## config.mk

```make
export PLATFORM = sky130hd
export DESIGN_NAME = name_greeter
export DESIGN_NICKNAME = d
export VERILOG_FILES = /design/src/rtl/name_greeter_pkg.sv /design/src/rtl/name_greeter_buffer.sv /design/src/rtl/name_greeter.sv
export SDC_FILE = /design/constraint.sdc
export NUM_CORES = 1
export LEC_CHECK = 0
export BUFFER_PORTS_ARGS = -buffer_cell sky130_fd_sc_hd__buf_2
export CORE_MARGIN = 8
export CORE_UTILIZATION = 48
export CTS_CLUSTER_DIAMETER = 80
export CTS_CLUSTER_SIZE = 16
export DETAILED_ROUTE_END_ITERATION = 16
export HOLD_SLACK_MARGIN = 0.1
export REMOVE_ABC_BUFFERS = 1
export SYNTH_ARGS = -nofsm -noshare
export SYNTH_HDL_FRONTEND = slang
export SYNTH_SLANG_ARGS = --single-unit
```

## constraint.sdc

```tcl
create_clock -name clk -period 6.3 [get_ports clk]
set_clock_uncertainty 0.1 [all_clocks]
set_input_delay 0.315 -clock clk [delete_from_list [all_inputs] [get_ports clk]]
set_output_delay 0.315 -clock clk [all_outputs]
set_load 0.02 [all_outputs]
```

## src/rtl/name_greeter_pkg.sv

```systemverilog
// Shared ASCII constants, response tables and FSM state encoding for the name greeter.
package name_greeter_pkg;

    localparam logic [7:0] CR = 8'h0D;
    localparam logic [7:0] LF = 8'h0A;

    localparam int unsigned PREFIX_LEN = 6;
    localparam int unsigned SUFFIX_LEN = 3;

    localparam logic [7:0] PREFIX [PREFIX_LEN] = '{8'h48, 8'h65, 8'h6C, 8'h6C, 8'h6F, 8'h20};
    localparam logic [7:0] SUFFIX [SUFFIX_LEN] = '{8'h21, 8'h0D, 8'h0A};

    typedef enum logic [1:0] {
        ST_COLLECT,
        ST_SEND_PREFIX,
        ST_SEND_NAME,
        ST_SEND_SUFFIX
    } state_t;

    function automatic logic [7:0] prefix_byte(input logic [2:0] i);
        return (i < 3'(PREFIX_LEN)) ? PREFIX[i] : 8'h00;
    endfunction

    function automatic logic [7:0] suffix_byte(input logic [1:0] i);
        return (i < 2'(SUFFIX_LEN)) ? SUFFIX[i] : 8'h00;
    endfunction

endpackage

```

## src/rtl/name_greeter_buffer.sv

```systemverilog
// Name storage: MAX_LEN x 8, one synchronous write port, one asynchronous read port.
module name_buffer #(
    parameter int unsigned MAX_LEN = 16,
    parameter int unsigned ADDR_W  = 4
) (
    input  logic              clk,
    input  logic              wr_en,
    input  logic [ADDR_W-1:0] wr_addr,
    input  logic [7:0]        wr_data,
    input  logic [ADDR_W-1:0] rd_addr,
    output logic [7:0]        rd_data
);

    // Contents are deliberately not reset; the stored length gates every read.
    logic [7:0] mem [MAX_LEN];

    always_ff @(posedge clk) begin
        if (wr_en) begin
            mem[wr_addr] <= wr_data;
        end
    end

    assign rd_data = mem[rd_addr];

endmodule

```

## src/rtl/name_greeter.sv

```systemverilog
// Collects a name from the serial link and replies "Hello <name>!\r\n" on the terminator.
module name_greeter #(
    parameter int unsigned MAX_LEN = 16
) (
    input  logic       clk,
    input  logic       rst,
    input  logic [7:0] rx_data,
    input  logic       new_rx_data,
    output logic [7:0] tx_data,
    output logic       new_tx_data,
    input  logic       tx_busy
);
    import name_greeter_pkg::*;

    localparam int unsigned LEN_W  = $clog2(MAX_LEN + 1);
    // The index also walks the 6-byte prefix, so it never drops below 3 bits.
    localparam int unsigned IDX_W  = (LEN_W > 3) ? LEN_W : 3;
    localparam int unsigned ADDR_W = (MAX_LEN > 1) ? $clog2(MAX_LEN) : 1;

    state_t             state, state_nxt;
    logic [LEN_W-1:0]   len, len_nxt;
    logic [IDX_W-1:0]   idx, idx_nxt;
    logic [7:0]         tx_data_nxt;
    logic               new_tx_nxt;
    logic               wr_en_c;
    logic               send_ok_c;
    logic               is_term_c;
    logic [7:0]         rd_data;

    name_buffer #(
        .MAX_LEN (MAX_LEN),
        .ADDR_W  (ADDR_W)
    ) u_buffer (
        .clk     (clk),
        .wr_en   (wr_en_c),
        .wr_addr (ADDR_W'(len)),
        .wr_data (rx_data),
        .rd_addr (ADDR_W'(idx)),
        .rd_data (rd_data)
    );

    // A byte may go out only if the transmitter is idle and we left it a cycle to raise busy.
    assign send_ok_c = !tx_busy && !new_tx_data;
    assign is_term_c = (rx_data == CR) || (rx_data == LF);

    always_ff @(posedge clk or posedge rst) begin
        if (rst) begin
            state       <= ST_COLLECT;
            len         <= '0;
            idx         <= '0;
            tx_data     <= 8'h00;
            new_tx_data <= 1'b0;
        end else begin
            state       <= state_nxt;
            len         <= len_nxt;
            idx         <= idx_nxt;
            tx_data     <= tx_data_nxt;
            new_tx_data <= new_tx_nxt;
        end
    end

    always_comb begin
        state_nxt   = state;
        len_nxt     = len;
        idx_nxt     = idx;
        tx_data_nxt = tx_data;
        new_tx_nxt  = 1'b0;
        wr_en_c     = 1'b0;

        case (state)
            ST_COLLECT: begin
                if (new_rx_data) begin
                    if (is_term_c) begin
                        if (len != '0) begin
                            state_nxt = ST_SEND_PREFIX;
                            idx_nxt   = '0;
                        end
                    end else if (len < LEN_W'(MAX_LEN)) begin
                        wr_en_c = 1'b1;
                        len_nxt = len + LEN_W'(1);
                    end
                end
            end

            ST_SEND_PREFIX: begin
                if (send_ok_c) begin
                    tx_data_nxt = prefix_byte(3'(idx));
                    new_tx_nxt  = 1'b1;
                    if (idx == IDX_W'(PREFIX_LEN - 1)) begin
                        idx_nxt   = '0;
                        state_nxt = ST_SEND_NAME;
                    end else begin
                        idx_nxt = idx + IDX_W'(1);
                    end
                end
            end

            ST_SEND_NAME: begin
                if (send_ok_c) begin
                    tx_data_nxt = rd_data;
                    new_tx_nxt  = 1'b1;
                    if (idx + IDX_W'(1) == IDX_W'(len)) begin
                        idx_nxt   = '0;
                        state_nxt = ST_SEND_SUFFIX;
                    end else begin
                        idx_nxt = idx + IDX_W'(1);
                    end
                end
            end

            ST_SEND_SUFFIX: begin
                if (send_ok_c) begin
                    tx_data_nxt = suffix_byte(2'(idx));
                    new_tx_nxt  = 1'b1;
                    if (idx == IDX_W'(SUFFIX_LEN - 1)) begin
                        idx_nxt   = '0;
                        len_nxt   = '0;
                        state_nxt = ST_COLLECT;
                    end else begin
                        idx_nxt = idx + IDX_W'(1);
                    end
                end
            end

            default: begin
                state_nxt = ST_COLLECT;
                idx_nxt   = '0;
                len_nxt   = '0;
            end
        endcase
    end

endmodule

```

==> impl_metrics.yaml, run 1 <==
cells_and_area:
  multi_input_area_um2: 1980
  antenna_cells: 0
  drive_above_1_share_pct: 23.0
  area_growth_pct: 12.8
  nets: 416
  regArea_um2: 4370
  finish.utilization_pct: 55.4
  fill_cells: 1038
  finalNonFillerCells: 580
  final_area_um2: 7300
pwr:
  peakVddDrop_v: 0.000208
  comb_power_share_pct: 29.2
  pwr-share-seq_pct: 41.1
  power-per-cell-area_nw_per_um2: 424
  power_switching_mw: 0.991
  power.total_mw: 3.10
  switching_share_pct: 32.0
  clock_power_share_pct: 29.7
  p_int_mw: 2.10
  power.leakage_nw: 2.47
sta:
  tns_ns: 0
  fin_crit_sh_pct: 46.1
  whs_ns: 0.199
  slew_viol_final: 0
  rsz0062_at_grt: "no"
  relSlewSlack_pct: 34.2
  hold_viol: 0
  fmax_ghz: 0.344
  setup_violations: 0
  setup_ws_ns: 3.40
  period_minus_slack_ns: 2.90
  worst_pin_slew_ns: 0.987
floorplanning:
  die_w_um: 132
  core-area_um2: 13200
  dieArea_um2: 17500
  start_util_pct: 49.1
  dieHeight_um: 132
  io_pins: 21
  placementRows: 42
setup_path:
  critPathLaunch: "idx[0]$_DFFE_PP0P_"
  endpoint: "idx[2]$_DFFE_PP0P_"
  cp_max_fo: 24
  cpMaxStageDelayCell: "dfrtp_2"
  r2r_end: "idx[2]$_DFFE_PP0P_"
  worst_setup_path_end_kind: "flop"
  path_cells: "inv_1 > ha_1 > xnor2_1 > nand3_1 > o31ai_2 > nand2_2 > a221o_1"
  rr_worst_depth: 7
  max_stage_delay_ns: 0.84
  r2r-start: "idx[0]$_DFFE_PP0P_"
  rrSetupSlack_ns: 3.40
  arrival_ns: 3.10
  crit_type: "flop to flop"
  cp-start-kind: "flop"
  crit_required_ns: 6.50
placed_design:
  io_buffers: 20
  pre_cts_ws_ns: 3.21
  post_dp_cell_area_um2: 6750
  gp_congestion: 0.813
  dp.cells: 546
  dpl.hpwl_mm: 8.85
synthesis:
  synth_fa_ha_area_share_pct: 2.51
  yosysTopAreaCellShare_pct: 59.4
  ys_seq_area_share_pct: 67.5
  syn-cell-area_um2: 6480
  synth_cell_types: 57
  synth_mux_area_share_pct: 15.0
  synth_edf_count: 128
  ys_warn_count: 0
  synth_top_family_by_area: "multiplexers"
  synthCells: 365
  ys_seq_elements: 149
  post_synth.cell_area_avg_um2: 17.7
  synth_common_cells: "128 x edfxtp_1, 23 x mux4_2, 21 x dfrtp_1"
  synth-xor-area-share_pct: 1.16
  synth-async-reset-ratio_pct: 14.1
  synth_largest_area_cell: "edfxtp_1"
  synth.most_common_cell: "edfxtp_1"
  synthSimpleGateAreaFrac_pct: 5.99
  synthTopCellsByArea: "edfxtp_1 59%, dfrtp_1 8.1%, mux4_2 8.0%"
  ys.flop_type: "edfxtp_1"
  synth_compound_area_share_pct: 5.41
cts:
  path_clk_slew_ns: 0.06
  cts_buffer_depth: 2
  cts.sinks: 149
  cts_tree: "yes"
  clk_latency_ns: 0.41
  ctsHtreeMaxLevel: 4
  cts_buffers: 17
  cts-root-buf: "clkbuf_16"
  post-cts-setup-buffer-count: 0
detailed_routing:
  drtAntennaViolNets: 0
  wl_per_cell_um: 23.8
  drt_iter0_drc: 302
  via_count: 3385
  routed_wl_mm: 13.8
  remaining_drc_errors: 0
  dr.pass1.iters: 4
  via_per_inst: 5.84
global_route:
  antenna_found_initial: 0
  grt_pass1_wl_mm: 21.4
  grt_overflow: 0
  grt_max_degree: 43
  grt_usage_pct: 16.5
  grt_pass1_vias: 3473
min_path:
  hp-start: "rx_data[2]"
  hold_path.class: "primary input to flop"
outcome:
  status: "complete, no violations"
flow_run:
  drv_cap: 0
repair_timing:
item | 4_1_cts | 5_1_grt
hold endpoints to repair | 22 | 0
endpoints found under the setup margin | 0 | 0
gates resized for setup | 0 | 0
hold buffers | 2 | 0
final cells by class:
type	count	area share, %
Tap cell	176	3.01
Multi-Input combinational cell	184	27.0
Clock buffer	24	6.18
Clock inverter	8	1.15
Inverter	12	0.617
Sequential cell	149	59.8
Timing Repair Buffer	27	2.16
state kept, by name (all words and copies together), names as in the netlist:
signal / flops
new_tx_data: 1
tx_data: 8
idx: 5
len: 5
state: 2
u_buffer.mem: 128
how the worst min path moves through the flow:
stage,depth (start not counted),slack (ns),end
finish,1,0.20,u_buffer.mem[3][2]$_DFFE_PP_
global route,1,0.19,u_buffer.mem[3][2]$_DFFE_PP_
CTS,1,0.18,u_buffer.mem[3][2]$_DFFE_PP_
detailed placement,1,0.40,new_tx_data$_DFF_PP0_
global placement,1,0.39,new_tx_data$_DFF_PP0_
floorplan,1,0.19,idx[0]$_DFFE_PP0P_
power by group through the flow:
stage	Sequential [mW]	Combinational (mW)	Clock, mW
6_report	1.27	0.905	0.920
5_1_grt	1.29	0.990	0.978
4_1_cts	1.27	0.914	0.937
3_5_place_dp	1.29	0.907	0
3_3_place_gp	1.29	0.904	0
2_1_floorplan	1.32	0.590	0
cell families (layout without fill, tap and decap cells):
group / after synthesis / in the layout
DFF: 149 / 149
and+or+nand+nor: 69 / 69
muxes: 48 / 48
AOI/OAI and AO/OA: 47 / 47
buffers and inverters: 32 / 71
adders and majority gates: 13 / 13
xor gates and xnor gates: 7 / 7
critical path, delay by kind of cell, from the launching register on:
family | cells | cell delay, ns
fa+ha+maj | 1 | 0.44
compound gates | 2 | 0.72
xor+xnor | 1 | 0.17
flops | 1 | 0.84
buf+inv | 1 | 0.26
simple gates | 2 | 0.26
metal layers:
metal | track usage [%] | routed length (um) | vias to the layer above
met5 | 0 | 0 | -
met4 | 5.74 | 167 | 0
met3 | 4.38 | 833 | 8
met2 | 25.9 | 6870 | 104
met1 | 21.7 | 5920 | 1751
li1 | - | - | 1522
cells in the final DEF, fill, tap and decap left out, types with 3 or more instances in the layout:
cell	n
buf_4	5
buf_2	20
mux2i_1	6
xor2_1	3
ha_1	13
a22o_1	3
nor2_1	13
clkbuf_1	7
xnor2_1	3
clkinv_4	3
a21oi_1	9
nand2_1	9
mux4_1	12
a31oi_1	6
a211oi_1	6
clkinvlp_4	3
dfrtp_1	20
edfxtp_1	128
nand3_1	5
inv_1	12
clkbuf_16	17
mux4_2	23
nand2b_1	4
mux2_2	7
and2_1	13
nor3_1	7
(Power assumes the default switching activity.)
==> run 2, diff against run 1 <==
- clock period: 6.3 -> 3 ns (I/O delays scaled with it)
==> impl_metrics.yaml, run 2 (synthesized netlist as in run 1, its figures left out) <==
global_route:
  antenna_found_initial: 0
  grt_max_degree: 23
  grt_pass1_vias: 3674
  grt_overflow: 0
  grt_usage_pct: 16.3
  grt_pass1_wl_mm: 21.2
floorplanning:
  io_pins: 21
  die_w_um: 132
  dieHeight_um: 132
  core-area_um2: 13200
  start_util_pct: 49.1
  placementRows: 42
  dieArea_um2: 17500
setup_path:
  critPathLaunch: "rx_data[1]"
  arrival_ns: 2.59
  r2r-start: "idx[0]$_DFFE_PP0P_"
  crit_required_ns: 2.94
  cp-start-kind: "primary input"
  worst_setup_path_end_kind: "flop"
  cpMaxStageDelayCell: "dlygate4sd3_1"
  max_stage_delay_ns: 0.53
  rr_worst_depth: 7
  r2r_end: "idx[2]$_DFFE_PP0P_"
  cp_max_fo: 18
  rrSetupSlack_ns: 0.50
  path_cells: "dlygate4sd3_1 > buf_2 > and3b_1 > o211ai_1 > nand4b_1 > buf_4 > nor3_1 > and2_1"
  crit_type: "primary input to flop"
pwr:
  power.total_mw: 6.58
  power.leakage_nw: 2.56
  power-per-cell-area_nw_per_um2: 884
  peakVddDrop_v: 0.000444
cells_and_area:
  nets: 431
  antenna_cells: 0
  fill_cells: 1029
  drive_above_1_share_pct: 24.1
  largest_reg_flops: 128
  area_growth_pct: 15.1
  finish.utilization_pct: 56.5
  reg_top3: "u_buffer.mem (128), tx_data (8)"
  top_register: "u_buffer.mem"
  mostFrequentLayoutCells: "128 x edfxtp_1, 23 x mux4_2, 20 x dfrtp_1, 20 x buf_2, 17 x clkbuf_16"
  finalNonFillerCells: 595
  final_common_cell: "edfxtp_1"
sta:
  fin_crit_sh_pct: 88.3
  fmax_ghz: 0.378
  hold_viol: 0
  slew_viol_final: 0
  setup_violations: 0
  relSlewSlack_pct: 40.3
  rsz0062_at_grt: "no"
  tns_ns: 0
  period_minus_slack_ns: 2.65
  setup_ws_ns: 0.351
  worst_pin_slew_ns: 0.895
detailed_routing:
  wl_per_cell_um: 22.5
  drtAntennaViolNets: 0
  remaining_drc_errors: 0
  via_per_inst: 5.78
  drt_iter0_drc: 262
  routed_wl_mm: 13.4
  via_count: 3438
  dr.pass1.iters: 4
cts:
  cts.sinks: 149
  cts-root-buf: "clkbuf_16"
  post-cts-setup-buffer-count: 0
  path_clk_slew_ns: 0.06
  cts_buffer_depth: 2
  cts_buffers: 17
  cts_tree: "yes"
  clk_latency_ns: 0.43
  ctsHtreeMaxLevel: 4
min_path:
  hp-start: "rx_data[0]"
  hold_path.class: "primary input to flop"
  hold_path_depth: 2
  hold_end: "u_buffer.mem[6][0]$_DFFE_PP_"
placed_design:
  pre_cts_ws_ns: 0.478
  gp_congestion: 0.798
  dpl.hpwl_mm: 8.77
  dp.cells: 554
  io_buffers: 20
outcome:
  status: "complete, no violations"
flow_run:
  drv_cap: 0
-- run 2: how the worst max path moves through the flow --
| stage | endpoint | slack, ns |
|---|---|---|
| global route | u_buffer.mem[3][1]$_DFFE_PP_ | 0.23 |
| detailed placement | u_buffer.mem[6][4]$_DFFE_PP_ | 0.48 |
| floorplan | idx[2]$_DFFE_PP0P_ | -0.31 |
| finish | u_buffer.mem[9][1]$_DFFE_PP_ | 0.35 |
| global placement | idx[2]$_DFFE_PP0P_ | 0.56 |
| CTS | u_buffer.mem[6][6]$_DFFE_PP_ | 0.37 |
-- run 2: stage by stage --
| step | instance area, um2 | hold WS, ns |
|---|---|---|
| floorplan | 6360 | 0.0265 |
| global placement | 6810 | 0.245 |
| CTS | 7450 | 0.130 |
| detailed placement | 6810 | 0.254 |
| global route | 7450 | 0.147 |
| finish | 7450 | 0.146 |
-- run 2: timing repair --
action | CTS | global route
endpoints found under the setup margin | 0 | 0
hold buffers | 9 | 0
hold endpoints to repair | 134 | 0
gates resized for setup | 0 | 0
-- run 2: critical path: cells and delay by family --
family,cells,cell delay (ns)
AOI/OAI and AO/OA,1,0.31
buffers and inverters,3,1.06
and+or+nand+nor,4,1.08
-- run 2: per-layer routing --
| layer | global-route usage, % | vias to the layer above | part of all wire (%) |
|---|---|---|---|
| met5 | 0 | - | 0 |
| met4 | 6.06 | 0 | 1.3 |
| met3 | 4.34 | 12 | 4.1 |
| met2 | 26.2 | 75 | 49 |
| met1 | 20.6 | 1791 | 46 |
| li1 | - | 1560 | - |
-- run 2: layout make-up --
type,count,area (um2),share of cell area (%)
flip-flops and latches,149,4370,58.6
multi-input cells,184,1970,26.4
clock buffers,20,437,5.86
repair buffers,42,300,4.03
well taps,176,220,2.95
clock inverters,12,113,1.51
inverters,12,45.0,0.604
-- run 2: power breakdown --
group | switching, mW | internal (mW) | leakage (nW)
registers | 0.174 | 2.42 | 1.42
clock network | 0.779 | 1.20 | 0.260
logic | 1.09 | 0.914 | 0.879
==> run 3, diff against run 2 <==
- CORE_UTILIZATION: 48 -> 40
==> impl_metrics.yaml, run 3 (synthesized netlist as in run 1, its figures left out) <==
detailed_routing:
  wl_per_cell_um: 22.2
  via_count: 3489
  dr.pass1.iters: 4
  drtAntennaViolNets: 0
  routed_wl_mm: 14.1
  via_per_inst: 5.49
  drt_iter0_drc: 347
  remaining_drc_errors: 0
global_route:
  grt_overflow: 0
  grt_usage_pct: 14.8
  grt_pass1_wl_mm: 22.0
  antenna_found_initial: 0
  grt_max_degree: 26
  grt_pass1_vias: 3656
floorplanning:
  io_pins: 21
  placementRows: 46
  start_util_pct: 40.8
  dieHeight_um: 143
  dieArea_um2: 20500
  core-area_um2: 15900
  die_w_um: 143
sta:
  worst_pin_slew_ns: 0.830
  period_minus_slack_ns: 2.69
  relSlewSlack_pct: 44.6
  hold_viol: 0
  slew_viol_final: 0
  fin_crit_sh_pct: 89.6
  rsz0062_at_grt: "no"
  fmax_ghz: 0.372
  setup_violations: 0
cells_and_area:
  nets: 431
  largest_reg_flops: 128
  mostFrequentLayoutCells: "128 x edfxtp_1, 23 x mux4_2, 20 x dfrtp_1, 20 x buf_2, 17 x clkbuf_16"
  finish.utilization_pct: 47.4
  drive_above_1_share_pct: 23.9
  fill_cells: 1371
  antenna_cells: 0
  finalNonFillerCells: 635
  final_common_cell: "edfxtp_1"
  top_register: "u_buffer.mem"
  area_growth_pct: 16.4
  final_area_um2: 7540
  reg_top3: "u_buffer.mem (128), tx_data (8)"
cts:
  cts_buffers: 17
  ctsResizeCount: 0
  cts.sinks: 149
  clk_latency_ns: 0.42
  cts_buffer_depth: 2
  ctsHtreeMaxLevel: 4
  hold_buffers: 9
  post-cts-setup-buffer-count: 0
  cts-root-buf: "clkbuf_16"
  cts_tree: "yes"
  path_clk_slew_ns: 0.06
setup_path:
  rr_worst_depth: 5
  cp-start-kind: "primary input"
  r2r-start: "idx[2]$_DFFE_PP0P_"
  arrival_ns: 2.64
  cp_max_fo: 18
  crit_required_ns: 2.95
  crit_type: "primary input to flop"
  r2r_end: "idx[2]$_DFFE_PP0P_"
  worst_setup_path_end_kind: "flop"
  rrSetupSlack_ns: 0.52
min_path:
  hp-start: "rx_data[0]"
  hold_end: "u_buffer.mem[9][0]$_DFFE_PP_"
  hold_path_depth: 2
  hold_path.class: "primary input to flop"
placed_design:
  io_buffers: 20
  dp.cells: 594
  post_dp_cell_area_um2: 6850
  dpl.hpwl_mm: 9.25
  gp_congestion: 0.874
outcome:
  status: "complete, no violations"
pwr:
  power-per-cell-area_nw_per_um2: 898
  power.leakage_nw: 2.58
  peakVddDrop_v: 0.000460
flow_run:
  drv_cap: 0
## run 3: changes by cell type in the layout (fill, tap and decap cells not counted), sizes merged
cell,change
bufinv,+2
clkinvlp,-2
## run 3: final cells by class
type                    instances  area (um2)  share of cell area [%]
clock buffers                  20         437                    5.79
clock inverters                12         160                    2.12
inverters                      12        45.0                   0.598
multi-input cells             184        1970                    26.1
flip-flops and latches        149        4370                    58.0
well taps                     216         270                    3.59
repair buffers                 42         288                    3.82
## run 3: per-layer routing
metal	global-route usage (%)	routed length, um	up-vias
met4	6.64	305	0
li1	-	-	1559
met2	22.9	6590	105
met1	19.9	6490	1800
met3	3.11	717	25
met5	0	0	-
## run 3: how the worst max path moves through the flow
stage / cells past startpoint / from / end
after floorplan: 7 / idx[0]$_DFFE_PP0P_ / idx[2]$_DFFE_PP0P_
after global placement: 7 / rx_data[1] / u_buffer.mem[9][4]$_DFFE_PP_
after CTS: 8 / rx_data[1] / u_buffer.mem[10][4]$_DFFE_PP_
after global routing: 8 / rx_data[1] / u_buffer.mem[11][0]$_DFFE_PP_
after detailed placement: 7 / rx_data[1] / u_buffer.mem[10][3]$_DFFE_PP_
final: 8 / rx_data[1] / u_buffer.mem[1][5]$_DFFE_PP_
## run 3: report_power, final
group,leakage [nW],switching (mW),internal (mW)
Combinational,0.875,1.13,0.901
Clock,0.286,0.780,1.38
Sequential,1.42,0.172,2.42
Total,2.58,2.08,4.69
## run 3: critical path, stage by stage
cell and delay, ns:
dlygate4sd3_1 0.52, buf_2 0.33, and3b_1 0.23, o211ai_1 0.31, nand4b_1 0.14, buf_4 0.21
nor3_1 0.25, and2_1 0.49
## run 3: stage by stage
stage               setup slack [ns]  power [mW]  setup TNS (ns)  hold WS, ns
floorplan                     -0.311        4.00           -1.45       0.0265
global placement               0.553        4.65               0        0.253
detailed placement             0.444        4.66               0        0.260
CTS                            0.311        6.83               0        0.145
global route                   0.107        7.11               0        0.156
finish                         0.311        6.77               0        0.150
